===== src/rtl/rpn_cmd_scheduler_pkg.sv =====
// Shared definitions for the RPN command scheduler: opcodes, command entry
// layout and default queue depth. Opcode values follow the CPU button-bit
// numbering, so the pending vector bit index equals the opcode.
package rpn_cmd_scheduler_pkg;

  typedef enum logic [1:0] {
    RPN_OP_MLT  = 2'd0,
    RPN_OP_ADD  = 2'd1,
    RPN_OP_POP  = 2'd2,
    RPN_OP_PUSH = 2'd3
  } rpn_op_e;

  // Command entry is {op[1:0], data[7:0]}
  localparam int RPN_CMD_W         = 10;
  localparam int RPN_DEPTH_DEFAULT = 4;

  // Number of set bits in a 4-bit vector (used to count simultaneous drops)
  function automatic logic [2:0] popcount4(input logic [3:0] v);
    return {2'b00, v[0]} + {2'b00, v[1]} + {2'b00, v[2]} + {2'b00, v[3]};
  endfunction

endpackage


===== src/rtl/rpn_cmd_fifo.sv =====
// Show-ahead command FIFO: the head entry is visible on rd_data whenever
// the FIFO is non-empty, and reads as zero when empty so no stale entry is
// ever presented. Reads on an empty FIFO are ignored; a write to a full
// FIFO is accepted only when a read happens on the same edge.
module rpn_cmd_fifo #(
  parameter int DEPTH = 4,
  parameter int W     = 10
) (
  input  logic                       clk,
  input  logic                       reset,
  input  logic                       wr_en,
  input  logic [W-1:0]               wr_data,
  input  logic                       rd_en,
  output logic [W-1:0]               rd_data,
  output logic [$clog2(DEPTH):0]     count,
  output logic                       full,
  output logic                       empty
);

  localparam int AW = $clog2(DEPTH);

  logic [W-1:0]  mem [DEPTH];
  logic [AW-1:0] wr_ptr_reg;
  logic [AW-1:0] rd_ptr_reg;
  logic [AW:0]   count_reg;
  logic          rd_fire;
  logic          wr_fire;

  assign empty   = (count_reg == '0);
  assign full    = (count_reg == (AW+1)'(DEPTH));
  assign count   = count_reg;
  assign rd_fire = rd_en & ~empty;
  assign wr_fire = wr_en & (~full | rd_fire);
  assign rd_data = empty ? '0 : mem[rd_ptr_reg];

  // Storage array: written only, never reset, so it can map to RAM
  always_ff @(posedge clk) begin
    if (wr_fire) begin
      mem[wr_ptr_reg] <= wr_data;
    end
  end

  // Pointers wrap naturally at DEPTH (power of two); count tracks occupancy
  always_ff @(posedge clk or posedge reset) begin
    if (reset) begin
      wr_ptr_reg <= '0;
      rd_ptr_reg <= '0;
      count_reg  <= '0;
    end else begin
      if (wr_fire) wr_ptr_reg <= wr_ptr_reg + 1'b1;
      if (rd_fire) rd_ptr_reg <= rd_ptr_reg + 1'b1;
      if (wr_fire && !rd_fire)      count_reg <= count_reg + 1'b1;
      else if (rd_fire && !wr_fire) count_reg <= count_reg - 1'b1;
    end
  end

endmodule


===== src/rtl/rpn_cmd_scheduler.sv =====
// RPN command scheduler: captures one-cycle button release pulses into a
// pending vector {push,pop,add,mult}, grants one pending source per cycle
// into a small show-ahead FIFO, and presents commands to the CPU over a
// valid/ready handshake. Events on a source that is already pending (and
// not being granted) are dropped and counted in a saturating counter.
// Optional build macro RR_ARB_EN selects round-robin arbitration; without
// it the arbiter is fixed priority PUSH > POP > ADD > MULT.
module rpn_cmd_scheduler
  import rpn_cmd_scheduler_pkg::*;
#(
  parameter int DEPTH = RPN_DEPTH_DEFAULT,
  parameter int CNT_W = 8
) (
  input  logic                       clk,
  input  logic                       reset,
  input  logic                       ev_push,
  input  logic                       ev_pop,
  input  logic                       ev_add,
  input  logic                       ev_mult,
  input  logic [7:0]                 din,
  output logic                       cmd_valid,
  output logic [1:0]                 cmd_op,
  output logic [7:0]                 cmd_data,
  input  logic                       cmd_ready,
  output logic [3:0]                 pending,
  output logic [$clog2(DEPTH):0]     fifo_count,
  output logic                       fifo_full,
  output logic [CNT_W-1:0]           drop_cnt
);

  logic [3:0]           pending_reg;
  logic [3:0]           pending_next;
  logic [7:0]           push_data_reg;
  logic [CNT_W-1:0]     drop_cnt_reg;
  logic [3:0]           ev_vec;
  logic [3:0]           grant_vec;
  logic [3:0]           drop_vec;
  logic                 grant_any;
  logic                 grant_fire;
  logic [1:0]           grant_idx;
  logic                 can_accept;
  logic                 rd_fire;
  logic                 fifo_empty;
  logic [RPN_CMD_W-1:0] wr_data;
  logic [RPN_CMD_W-1:0] head_data;
  logic [CNT_W:0]       drop_sum_wide;

  // Bit index equals opcode: push=3, pop=2, add=1, mult=0
  assign ev_vec = {ev_push, ev_pop, ev_add, ev_mult};

  // A full FIFO still accepts a write on the edge where the head is read
  assign cmd_valid  = ~fifo_empty;
  assign rd_fire    = cmd_valid & cmd_ready;
  assign can_accept = ~fifo_full | rd_fire;
  assign grant_fire = grant_any & can_accept;
  assign grant_vec  = grant_fire ? (4'b0001 << grant_idx) : 4'b0000;

`ifdef RR_ARB_EN
  logic [1:0] rr_ptr_reg;

  // Round-robin search in PUSH, POP, ADD, MULT order starting at the pointer
  always_comb begin
    logic [1:0] idx;
    grant_any = 1'b0;
    grant_idx = 2'd0;
    idx       = 2'd0;
    for (int k = 0; k < 4; k++) begin
      idx = rr_ptr_reg - 2'(k);
      if (!grant_any && pending_reg[idx]) begin
        grant_any = 1'b1;
        grant_idx = idx;
      end
    end
  end

  // Pointer moves to the source following the one just granted
  always_ff @(posedge clk or posedge reset) begin
    if (reset) begin
      rr_ptr_reg <= RPN_OP_PUSH;
    end else if (grant_fire) begin
      rr_ptr_reg <= grant_idx - 2'd1;
    end
  end
`else
  // Fixed priority: highest opcode (PUSH) wins
  always_comb begin
    grant_any = 1'b0;
    grant_idx = 2'd0;
    for (int k = 3; k >= 0; k--) begin
      if (!grant_any && pending_reg[k]) begin
        grant_any = 1'b1;
        grant_idx = 2'(k);
      end
    end
  end
`endif

  // Per-source capture: a new event re-arms the bit even on its grant cycle
  genvar gi;
  generate
    for (gi = 0; gi < 4; gi++) begin : g_src
      assign pending_next[gi] = ev_vec[gi] | (pending_reg[gi] & ~grant_vec[gi]);
      assign drop_vec[gi]     = ev_vec[gi] & pending_reg[gi] & ~grant_vec[gi];
    end
  endgenerate

  // The granted PUSH carries the data latched with its event, not din
  assign wr_data = {grant_idx,
                    (grant_idx == RPN_OP_PUSH) ? push_data_reg : 8'h00};

  assign drop_sum_wide = {1'b0, drop_cnt_reg} + (CNT_W+1)'(popcount4(drop_vec));

  // Pending vector, PUSH operand and saturating drop counter
  always_ff @(posedge clk or posedge reset) begin
    if (reset) begin
      pending_reg   <= 4'b0000;
      push_data_reg <= 8'h00;
      drop_cnt_reg  <= '0;
    end else begin
      pending_reg <= pending_next;
      if (ev_push && (!pending_reg[RPN_OP_PUSH] || grant_vec[RPN_OP_PUSH])) begin
        push_data_reg <= din;
      end
      if (drop_sum_wide[CNT_W]) drop_cnt_reg <= '1;
      else                      drop_cnt_reg <= drop_sum_wide[CNT_W-1:0];
    end
  end

  rpn_cmd_fifo #(
    .DEPTH (DEPTH),
    .W     (RPN_CMD_W)
  ) u_fifo (
    .clk     (clk),
    .reset   (reset),
    .wr_en   (grant_fire),
    .wr_data (wr_data),
    .rd_en   (cmd_ready),
    .rd_data (head_data),
    .count   (fifo_count),
    .full    (fifo_full),
    .empty   (fifo_empty)
  );

  assign cmd_op   = head_data[9:8];
  assign cmd_data = head_data[7:0];
  assign pending  = pending_reg;
  assign drop_cnt = drop_cnt_reg;

endmodule

===== config.mk =====
export PLATFORM = sky130hd
export DESIGN_NAME = rpn_cmd_scheduler
export DESIGN_NICKNAME = d
export VERILOG_FILES = /design/src/rtl/rpn_cmd_scheduler_pkg.sv /design/src/rtl/rpn_cmd_fifo.sv /design/src/rtl/rpn_cmd_scheduler.sv
export SDC_FILE = /design/constraint.sdc
export NUM_CORES = 1
export LEC_CHECK = 0
export CAP_MARGIN = 20
export CORE_MARGIN = 1.5
export CORE_UTILIZATION = 55
export CTS_CLUSTER_DIAMETER = 50
export DETAILED_ROUTE_END_ITERATION = 10
export PLACE_DENSITY = 0.91
export SLEW_MARGIN = 0
export SYNTH_ARGS = -nofsm -noshare
export SYNTH_HDL_FRONTEND = slang
export SYNTH_SLANG_ARGS = --single-unit

===== constraint.sdc =====
create_clock -name clk -period 7.8 [get_ports clk]
set_input_delay 2.34 -clock clk [delete_from_list [all_inputs] [get_ports clk]]
set_output_delay 2.34 -clock clk [all_outputs]
set_load 0.03 [all_outputs]

==> qor.txt, run 1 <==
Placed insts: 293
Post-Layout Cell Count: 310
Logic pwr share: 42.0%
Clk sinks: 67
CTS tree: yes
Post-Synthesis Cell Area: 2940 um^2
Initial antenna violation count: 0
Synthesis-to-finish area growth: 24.4%
Final Skew: 11.7 ps
Number of distinct library cells after synthesis: 35
Seq pwr share: 39.6%
R2R depth: 10
PortBufs: 41
CP Capture Type: register
Setup Buffers After CTS: 0
Peak supply drop: 0.216 mV
Initial core utilization: 57.3%
Die X: 76.1 um
Clk pwr share: 18.4%
Final Max Tran Viols: 0
First-pass GRT wire length: 8740 um
Root Driver: clkbuf_8
Total of max-cap violations: 0
Vias in the first global route: 1757
Ratio of cells with drive above 1 in the final layout: 18.3%
Diodes inserted: 0
Initial DRC Count: 119
Post-DP Area: 3420 um^2
Antenna Nets Post-Route: 0
WL per Instance: 16.8 um
Worst-path clk slew: 70 ps
Clk buf depth: 2
Internal Power: 1000 uW
Final hold violation count: 0
Final instance area: 3660 um^2
Worst hold slack: 499 ps
NetSw: 596 uW
Fmax: 194 MHz
Final setup fails: 0
Core area: 5140 um^2
Routed via count: 1676
Register area share after synthesis: 63.8%
Post-Syn Instances: 186
Nets: 260
Period Utilization, post-route: 66.2%
P per Cell Area: 437 nW/um^2
Relative slew margins: 52.7%
Setup crit start kind: input port
Hold Crit Class: reg2reg
RSZ-0062 raised after global routing: false
H-tree level count: 3
Total power: 1600 uW
Die ar.: 5800 um^2
Largest net degree at the start of global routing: 28
Dpl hpwl: 3660 um
Final min period: 5160 ps
Total track usage: 20.3%
Crit Path Class: in2reg
Syn Nets: 211
Routed vias/inst: 5.41
Commonest non-fill, non-tap cell in the layout: clkdlybuf4s50_1
Flip-flop count of the largest register after layout: 40
DR pass1 iterations: 4
Cts repair resizes: 0
Crit-path max FO: 8
Setup TNS: 0 ps
Hold-fix buffers at CTS: 0
Pleak: 0.00138 uW
Number of primary I/O pins: 42
Drt drc: 0
Num CTS Buffers: 9
CP required: 8010 ps
Sw Ratio: 37.3%
Run status: complete, no violations
Core Rows: 26
Clock Latency Late Sink: 340 ps
Synth warnings: 0
Worst path arrival time: 5380 ps
Most frequent cells in the layout: 41 x clkdlybuf4s50_1, 40 x edfxtp_1, 27 x dfrtp_1, 22 x and2_1, 12 x mux2_2
Gpl congestion: 0.790
Die height: 76.1 um
Overflow after GRT: 0
Avg Cell Area, Syn: 15.8 um^2
Register bit total from synthesis: 67
Worst-Margin Slew: 710 ps
Hold path depth: 1
WL final: 5210 um
## layout make-up
type	count	area, um^2
Timing Repair Buffer	42	438
Multi-Input combinational cell	104	1010
Fill cell	359	1480
Clock inverter	6	71.3
Sequential cell	67	1880
Inverter	11	41.3
Tap cell	70	87.6
Clock buffer	10	138
## cells by family (layout without fill, tap and decap cells)
family | count (synthesis) | count (layout) | synth area share (%)
compound gates | 19 | 19 | 4.80
xor+xnor | 6 | 6 | 1.79
fa+ha+maj | 10 | 10 | 5.27
buf+inv | 15 | 69 | 1.96
flops | 67 | 67 | 63.8
mux | 24 | 24 | 12.9
simple gates | 45 | 45 | 9.48
## Yosys cell counts
cell type / number / area, um^2
edfxtp_1: 40 / 1200
nor2_1: 2 / 7.51
nor2b_1: 1 / 6.26
nand2b_1: 2 / 12.5
nor4b_4: 1 / 23.8
xnor2_1: 4 / 35.0
nand3_1: 5 / 25.0
inv_1: 11 / 41.3
and2_1: 22 / 138
buf_2: 1 / 5.00
or2_2: 2 / 12.5
ha_1: 6 / 75.1
o21ai_0: 3 / 15.0
nand2_1: 4 / 15.0
and3_1: 2 / 12.5
mux2_2: 12 / 135
a21boi_2: 1 / 11.3
nand4_1: 1 / 6.26
o21bai_1: 2 / 15.0
a31oi_1: 3 / 18.8
o31ai_1: 1 / 7.51
xor2_1: 2 / 17.5
nor3b_1: 1 / 7.51
o2111ai_1: 2 / 17.5
clkbuf_1: 3 / 11.3
dfrtp_1: 27 / 676
o221a_2: 1 / 11.3
nor4_1: 1 / 6.26
a21o_1: 3 / 22.5
fa_1: 4 / 80.1
mux4_2: 10 / 225
o21a_1: 1 / 7.51
mux2i_1: 2 / 20.0
o211ai_1: 2 / 15.0
or3_1: 1 / 6.26
## per-stage QoR
| stage | util (%) | worst slack, ps |
|---|---|---|
| global placement | 66.6 | 2370 |
| floorplan | - | 2990 |
| CTS | 70.7 | 2640 |
| finish | 71.2 | 2640 |
| global route | 71.2 | 2480 |
| detailed placement | 66.6 | 2270 |
## path summary, 6_finish.rpt
path,from,slack (ps),endpoint
min reg2reg,push_data_reg[3]$_DFFE_PP0P_,500,push_data_reg[3]$_DFFE_PP0P_
max reg2reg,pending[3]$_DFF_PP0_,4460,drop_cnt[4]$_DFF_PP0_
max in group asynchronous,reset,5180,pending[3]$_DFF_PP0_
min in group asynchronous,reset,2210,push_data_reg[6]$_DFFE_PP0P_
max,cmd_ready,2640,drop_cnt[4]$_DFF_PP0_
min,push_data_reg[3]$_DFFE_PP0P_,500,push_data_reg[3]$_DFFE_PP0P_
## worst max-delay path, cell delays in order
cell and delay (ps):
clkdlybuf4s50_1 480, nor4b_4 520, or2_2 220, o211ai_1 110
fa_1 500, fa_1 450, inv_1 80, fa_1 260
nand3_1 150, a31oi_1 170, mux2i_1 90
## per-layer routing
metal / global-route usage, % / part of all wire, % / vias up
li1: - / - / 785
met2: 30.5 / 47 / 62
met1: 28.1 / 46 / 818
met5: 0 / 0 / -
met4: 10.2 / 2.0 / 0
met3: 5.03 / 5.6 / 11
## power groups by stage
stage	combinational, uW	sequential, uW	clock, uW
after detailed placement	675	641	0
after CTS	680	635	298
final	672	633	294
after global placement	659	628	0
after floorplan	418	646	0
after global routing	721	651	314
(Power assumes the default switching activity.)
==> run 2: changes to the inputs <==
Settings changed: CORE_UTILIZATION 55 to 54, PLACE_DENSITY 0.91 to 0.9.
Clock period 7.8 ns to 5.2 ns, I/O delays scaled along.
==> run 2 against run 1 <==
Net effect: critical path depth stayed put; final cell count increased by 0.32%; flip-flop and latch count stayed put.
==> qor.txt, run 2 (same netlist as run 1, synthesis figures left out) <==
CP required: 5420 ps
Core area: 5170 um^2
Overflow after GRT: 0
Worst-path clk slew: 70 ps
Crit-path max FO: 6
Fmax: 236 MHz
Cts repair resizes: 0
Hold-fix buffers at CTS: 0
Final setup fails: 0
Commonest non-fill, non-tap cell in the layout: clkdlybuf4s50_1
Flip-flop count of the largest register after layout: 40
Initial core utilization: 56.9%
Number of primary I/O pins: 42
Largest stage delay on the critical path: 560 ps
Synthesis-to-finish area growth: 25.6%
Total track usage: 20.5%
CP Capture Type: register
Crit path cell chain: clkdlybuf4s50_1 > nor4b_4 > or2_2 > o211ai_1 > fa_1 > fa_1 > inv_1 > fa_1 > nand3_1 > a31oi_1 > mux2i_1
Peak supply drop: 0.347 mV
DR pass1 iterations: 5
Num CTS Buffers: 9
RSZ-0062 raised after global routing: false
Hold Crit Class: reg2reg
Clock Latency Late Sink: 340 ps
Root Driver: clkbuf_8
WL per Instance: 17.1 um
Run status: complete, no violations
Worst path arrival time: 4460 ps
Ratio of cells with drive above 1 in the final layout: 18.3%
Hold_sp: push_data_reg[1]$_DFFE_PP0P_
Initial antenna violation count: 0
Crit Path Class: in2reg
Dpl hpwl: 3510 um
Final Max Tran Viols: 0
PortBufs: 41
Gpl congestion: 0.854
CTS tree: yes
H-tree level count: 3
Setup TNS: 0 ps
Core Rows: 26
Pleak: 0.00140 uW
Relative slew margins: 55.0%
Die X: 76.8 um
Crit path max-delay cell type: clkdlybuf4s50_1
Most used cell, CP: fa_1
Initial DRC Count: 154
First-pass GRT wire length: 8990 um
Final Skew: 9.24 ps
Total of max-cap violations: 0
Routed via count: 1780
Die height: 76.8 um
Setup crit start kind: input port
Worst-Margin Slew: 675 ps
Worst hold slack: 502 ps
Antenna Nets Post-Route: 0
Die ar.: 5900 um^2
Fillers: 313
Diodes inserted: 0
Nets: 261
Largest net degree at the start of global routing: 28
Period Utilization, post-route: 81.5%
WL final: 5320 um
Clk buf depth: 2
CP startpoint: cmd_ready
Vias in the first global route: 1813
Setup Buffers After CTS: 0
Final min period: 4240 ps
Final hold violation count: 0
Clk sinks: 67
R2r startpoint: pending[3]$_DFF_PP0_
Most frequent cells in the layout: 41 x clkdlybuf4s50_1, 40 x edfxtp_1, 27 x dfrtp_1, 22 x and2_1, 12 x mux2_2
Drt drc: 0
Routed vias/inst: 5.72
P per Cell Area: 668 nW/um^2
-- run 2: cell count changes in the layout (fill, tap and decap cells not counted) --
cell / change
inv_4: +1
clkbuf_16: +1
buf_4: +1
clkbuf_8: -1
clkinvlp_4: -1
inv_6: -2
bufinv_16: +1
clkbuf_1: +1
-- run 2: worst paths after layout --
path / to / slack [ps] / cells after the start
worst max-delay path: drop_cnt[4]$_DFF_PP0_ / 960 / 11
worst min-delay path: push_data_reg[1]$_DFFE_PP0P_ / 500 / 1
worst max register to register: drop_cnt[4]$_DFF_PP0_ / 1900 / 10
worst min register to register: push_data_reg[1]$_DFFE_PP0P_ / 500 / 1
max in group asynchronous: u_fifo.count[2]$_DFFE_PP0P_ / 3300 / 3
min in group asynchronous: push_data_reg[6]$_DFFE_PP0P_ / 1480 / 2
-- run 2: cell type report --
| type | count | area (um^2) | area share (%) |
|---|---|---|---|
| Sequential cell | 67 | 1880 | 50.8 |
| Inverter | 11 | 41.3 | 1.12 |
| Clock inverter | 5 | 82.6 | 2.24 |
| Tap cell | 70 | 87.6 | 2.37 |
| Clock buffer | 11 | 153 | 4.13 |
| Timing Repair Buffer | 43 | 445 | 12.1 |
| Multi-Input combinational cell | 104 | 1010 | 27.3 |
-- run 2: report_power, final --
group	switching [uW]	leakage, uW	total (uW)	internal (uW)
sequential	166	0.000688	951	785
combinational	535	0.000601	1020	483
clock	197	0.000115	498	300
-- run 2: critical path: cells and delay by family --
kind | cells | cell delay (ps)
fa+ha+maj | 3 | 1210
simple gates | 3 | 570
compound gates | 2 | 390
buf+inv | 2 | 640
mux | 1 | 90
-- run 2: per-stage QoR --
| step | utilization, % | total power (uW) | cell area, um^2 | setup slack [ps] | std cells |
|---|---|---|---|---|---|
| 3_5_place_dp | 66.4 | 1970 | 3430 | 614 | 294 |
| 5_1_grt | 71.4 | 2610 | 3690 | 799 | 311 |
| 6_report | 71.4 | 2470 | 3690 | 961 | 311 |
| 4_1_cts | 70.9 | 2480 | 3670 | 971 | 310 |
| 2_1_floorplan | - | 1600 | 2940 | 1170 | 186 |
| 3_3_place_gp | 66.4 | 1920 | 3430 | 707 | 294 |
-- run 2: metal layers --
metal	up-vias	share of wire (%)	track usage, %
met2	68	50	33.5
met4	0	1.4	7.22
met1	913	43	26.5
met3	9	5.5	5.60
met5	-	0	0
li1	790	-	-
==> edit 1, RTL diff (config.mk and constraints of run 2) <==
`pending_reg` no longer has a reset.
--- a/src/rtl/rpn_cmd_scheduler.sv
+++ b/src/rtl/rpn_cmd_scheduler.sv
@@ -113,17 +113,19 @@
   // Pending vector, PUSH operand and saturating drop counter
   always_ff @(posedge clk or posedge reset) begin
     if (reset) begin
-      pending_reg   <= 4'b0000;
       push_data_reg <= 8'h00;
       drop_cnt_reg  <= '0;
     end else begin
-      pending_reg <= pending_next;
       if (ev_push && (!pending_reg[RPN_OP_PUSH] || grant_vec[RPN_OP_PUSH])) begin
         push_data_reg <= din;
       end
       if (drop_sum_wide[CNT_W]) drop_cnt_reg <= '1;
       else                      drop_cnt_reg <= drop_sum_wide[CNT_W-1:0];
     end
+  end
+
+  always_ff @(posedge clk) begin
+    pending_reg <= pending_next;
   end
 
   rpn_cmd_fifo #(
Check against the original RTL: not equivalent (a bounded check fails within 4 cycles, from zero or initial values and one cycle with reset high).
==> edit 1 against run 2 <==
Area after synthesis down 0.68%; final area decreased by 3.0%; via count is 4.6% lower; sequential cell count unchanged; worst setup slack got worse by 0.073 ns; clock power shrank 25%; wire length down 4.1%; utilization decreased by 2.2 points; register-to-register slack hardly changed; final cell count is 0.32% lower; power fell by 5.8%; critical path depth did not move; non-clock buffer count decreased by 1; largest cell class unchanged.
==> edit 1: results (changes against run 2) <==
stage,metric,value,unit,change
timing,Final Hold Viols,0,,unchanged
synth,post-synthesis compound-gate area fraction,4.84,%,+0.033 points
cells_and_area,# fillers,339,,+8.3%
synth,average size of a mapped cell,15.7,um2,-0.68%
cells_and_area,"non-filler cells, final",310,,-0.32%
timing,Worst Hold Slack,0.500,ns,-0.00239 ns
placement,Place WS,0.532,ns,-0.0817 ns
synth,"Distinct cells, synth",36,,+2.9%
flow_run,Max Cap Viol,0,,unchanged
global_route,vias in the first global route,1749,,-3.5%
global_route,pin count of the biggest net entering global routing,24,,-14%
worst_hold_path,Worst Hold Launch,push_data_reg[6]$_DFFE_PP0P_,,
global_route,grt total ovfl,0,,unchanged
placement,placed cells,294,,unchanged
timing,Clock Skew,0.00639,ns,-0.00285 ns
timing,Slew Limit Headroom,41.0,%,-14 points
power,P_leak,1.35,nW,-3.8%
placement,gpl congestion,0.806,,-5.6%
cells_and_area,Reg area,1860,um2,-1.1%
clock_network,Clock Tree Buf Depth,2,,unchanged
worst_setup_path,Max stage delay on crit path,0.56,ns,about the same
clock_network,worst-skew pair later-pin latency,0.35,ns,
clock_network,Post-CTS Setup Inserts,0,,unchanged
power,"IR drop worst, VDD",0.376,mV,+8.5%
synth,Syn Nets,211,,unchanged
drt,routed len/inst,16.5,um,-3.8%
worst_setup_path,Critical R2R Launch,pending[3]$_DFF_P_,,
synth,"FFs w/ async S/R, synth",34.3,%,-6.0 points
placement,hpwl dp,3.61,mm,+2.9%
synth,mux contribution to synthesized area,13.0,%,+0.089 points
drt,Initial DRC Count,116,,-25%
global_route,gr usage total,20.1,%,-0.41 points
cells_and_area,ratio of cells with drive above 1 in the final layout,17.9,%,-0.34 points
drt,vias,1698,,-4.6%
clock_network,Resized cells post-CTS,0,,unchanged
drt,drc violations,0,,unchanged
placement,# port buffers,41,,unchanged
worst_hold_path,hold-critical path endpoint,push_data_reg[6]$_DFFE_PP0P_,,
cells_and_area,nets,260,,-0.38%
placement,Placed Area,3410,um2,-0.58%
worst_setup_path,crit-path max FO,6,,unchanged
synth,adder-cell share of the synthesized area,5.31,%,+0.036 points
synth,register area share after synthesis,63.5,%,-0.25 points
global_route,antenna violations before repair,0,,unchanged
synth,Post-synth top cells,"edfxtp_1, dfrtp_1, and2_1",,
clock_network,Root Driver,clkbuf_8,,
global_route,global-route wire length before repair,8.64,mm,-3.9%
run_status,status,finished clean,,
clock_network,Post-CTS Hold Fix Bufs,0,,unchanged
drt,Pre-Repair DR Iteration Count,4,,-1
synth,synth top area cells,"edfxtp_1, dfrtp_1, mux4_2",,
worst_setup_path,WP data arrival,4.54,ns,+0.08 ns
synth,post-synthesis xor/xnor area fraction,1.80,%,+0.012 points
edit 1: changes by cell type after synthesis:
| cell | delta |
|---|---|
| dfrtp_1 | -4 |
| dfxtp_1 | +4 |
edit 1: worst max-delay path by stage:
stage | end | slack (ns) | from | cells after the start
after floorplan | drop_cnt[4]$_DFF_PP0_ | 1.16 | cmd_ready | 10
after global placement | drop_cnt[4]$_DFF_PP0_ | 0.69 | cmd_ready | 11
after detailed placement | drop_cnt[4]$_DFF_PP0_ | 0.53 | cmd_ready | 11
after CTS | drop_cnt[4]$_DFF_PP0_ | 0.89 | cmd_ready | 11
after global routing | drop_cnt[4]$_DFF_PP0_ | 0.72 | cmd_ready | 11
final | drop_cnt[4]$_DFF_PP0_ | 0.89 | cmd_ready | 11
edit 1: per-layer routing:
layer	share of wire, %	track usage [%]	up-vias
met2	49	32.3	66
met3	6.8	7.78	11
met4	2.0	7.96	0
met5	0	0	-
li1	-	-	786
met1	42	24.5	835
edit 1: power by group:
| group | switching, mW | total [mW] | internal, mW |
|---|---|---|---|
| sequential | 0.158 | 0.942 | 0.784 |
| combinational | 0.524 | 1.01 | 0.483 |
| clock | 0.202 | 0.374 | 0.172 |
edit 1: cell type report:
class	instances	area share [%]
sequential	67	51.8
multi-input combinational	104	28.2
tap	70	2.44
timing repair buffer	42	11.7
clock buffer	10	3.56
clock inverter	6	1.19
inverter	11	1.15
edit 1: cell families (layout without fill, tap and decap cells):
group / count (synthesis) / in the layout
buffers and inverters: 15 / 69
adders and majority gates: 10 / 10
and+or+nand+nor: 45 / 45
muxes: 24 / 24
xor gates and xnor gates: 6 / 6
DFF: 67 / 67
AOI/OAI and AO/OA: 19 / 19
==> edit 2, RTL diff (settings of run 2) <==
Without the edit above. Build with the macro `RR_ARB_EN` defined.
--- a/src/rtl/rpn_cmd_scheduler.sv
+++ b/src/rtl/rpn_cmd_scheduler.sv
@@ -5,6 +5,8 @@
 // not being granted) are dropped and counted in a saturating counter.
 // Optional build macro RR_ARB_EN selects round-robin arbitration; without
 // it the arbiter is fixed priority PUSH > POP > ADD > MULT.
+`define RR_ARB_EN
+
 module rpn_cmd_scheduler
   import rpn_cmd_scheduler_pkg::*;
 #(
Check against the original RTL: not equivalent (Yosys sat finds a counterexample within 4 cycles, from zero or initial values and one cycle with reset high).
==> edit 2 against run 2 <==
Worst setup slack better by 0.039 ns; fmax grew 0.92%; area after synthesis up 6.3%; hold slack lost 0.0040 ns; wire length is 9.9% higher; non-clock buffer count unchanged; sequential cell count up 2; final area increased by 4.8%; sequential share of layout area decreased by 0.99 points.
Power is not shown: default switching activity piles up to over one toggle a cycle in this logic, so the estimate is an artifact.
==> edit 2: results (changes against run 2) <==
stage,metric,value,unit,change
drt,met1 WL,2.55,mm,+12%
placement,# port buffers,41,,unchanged
clock_network,worst-skew pair later-pin latency,0.34,ns,about the same
global_route,M1 GR Usage,28.8,%,+2.3 points
worst_setup_path,reg2reg path depth,14,,+4
placement,placed cells,320,,+8.8%
worst_setup_path,Max stage delay on crit path,0.52,ns,-0.04 ns
drt,Pre-Repair DR Iteration Count,4,,-1
timing,Slew Limit Headroom,50.5,%,-4.4 points
placement,gpl congestion,0.809,,-5.2%
cells_and_area,"non-filler cells, final",337,,+8.4%
cells_and_area,nets,289,,+11%
cells_and_area,ratio of cells with drive above 1 in the final layout,15.8,%,-2.4 points
synth,Syn Nets,239,,+13%
global_route,antenna violations before repair,0,,unchanged
synth,Post-synth top cells,"edfxtp_1, dfrtp_1, and2_1",,
global_route,GR Layer Usage met3,3.91,%,-1.7 points
timing,Clock Skew,0.0112,ns,+0.00194 ns
drt,vias,1884,,+5.8%
drt,routed len/inst,17.3,um,+1.4%
worst_hold_path,Hold Path Stages,1,,unchanged
cells_and_area,number of flip-flops under the largest register name,40,,unchanged
worst_setup_path,crit-path max FO,5,,-1
global_route,global-route wire length before repair,9.63,mm,+7.1%
synth,synth top area cells,"edfxtp_1, dfrtp_1, mux4_2",,
placement,Placed Area,3610,um2,+5.2%
worst_hold_path,Hold Crit Class,flip-flop to flip-flop,,
clock_network,H-tree Lvls,3,,unchanged
drt,Initial DRC Count,227,,+47%
cells_and_area,# fillers,369,,+18%
synth,"FFs w/ async S/R, synth",42.0,%,+1.7 points
run_status,status,finished clean,,
placement,hpwl dp,3.73,mm,+6.4%
global_route,pin count of the biggest net entering global routing,30,,+7.1%
synth,"Distinct cells, synth",37,,+5.7%
drt,met3 wire length,306,um,+5.5%
global_route,gr usage total,21.2,%,+0.70 points
placement,Place WS,0.700,ns,+0.0854 ns
clock_network,Post-CTS Setup Inserts,0,,unchanged
synth,register area share after synthesis,61.7,%,-2.1 points
drt,met2 WL,2.87,mm,+7.4%
global_route,vias in the first global route,1925,,+6.2%
timing,Final Hold Viols,0,,unchanged
worst_setup_path,Crit-path slowest cell,fa_1,,
synth,average size of a mapped cell,14.9,um2,-5.8%
global_route,M2 GR Usage,32.6,%,-0.89 points
edit 2: cell types whose count changed in the layout (fill, tap and decap cells not counted), moves of 3 or more:
cell,change
a21oi_1,+6
a31oi_1,-3
ha_1,+4
nand2_1,+8
nand2b_1,+4
nor2_1,+6
edit 2: path summary, 6_finish.rpt:
path / startpoint / endpoint / slack, ns
min in group asynchronous: reset / push_data_reg[1]$_DFFE_PP0P_ / 1.46
hold / removal: push_data_reg[7]$_DFFE_PP0P_ / push_data_reg[7]$_DFFE_PP0P_ / 0.50
hold reg to reg: push_data_reg[7]$_DFFE_PP0P_ / push_data_reg[7]$_DFFE_PP0P_ / 0.50
setup reg to reg: rr_ptr_reg[1]$_DFFE_PP1P_ / drop_cnt[6]$_DFF_PP0_ / 1.68
max in group asynchronous: reset / rr_ptr_reg[0]$_DFFE_PP1P_ / 3.24
setup / recovery: cmd_ready / drop_cnt[6]$_DFF_PP0_ / 1.0
edit 2: layout make-up:
class                   count  area (um2)  share of cell area [%]
clock buffers              11         151                    3.91
flip-flops and latches     69        1930                    49.8
multi-input cells         127        1140                    29.4
well taps                  72        90.1                    2.33
repair buffers             43         445                    11.5
inverters                  10        37.5                   0.969
clock inverters             5        82.6                    2.13
edit 2: kinds of logic (layout without fill, tap and decap cells):
logic type	count (synthesis)	after routing	share of synthesized area, %
AOI/OAI and AO/OA	21	21	4.48
adders and majority gates	14	14	6.56
xor gates and xnor gates	8	8	2.24
muxes	22	22	11.7
buffers and inverters	14	69	2.00
DFF	69	69	61.7
and+or+nand+nor	62	62	11.4
edit 2: worst max-delay path: cells and delay by family:
family / cells / cell delay (ns)
adders and majority gates: 3 / 1.21
buffers and inverters: 2 / 0.59
muxes: 1 / 0.33
and+or+nand+nor: 5 / 0.73
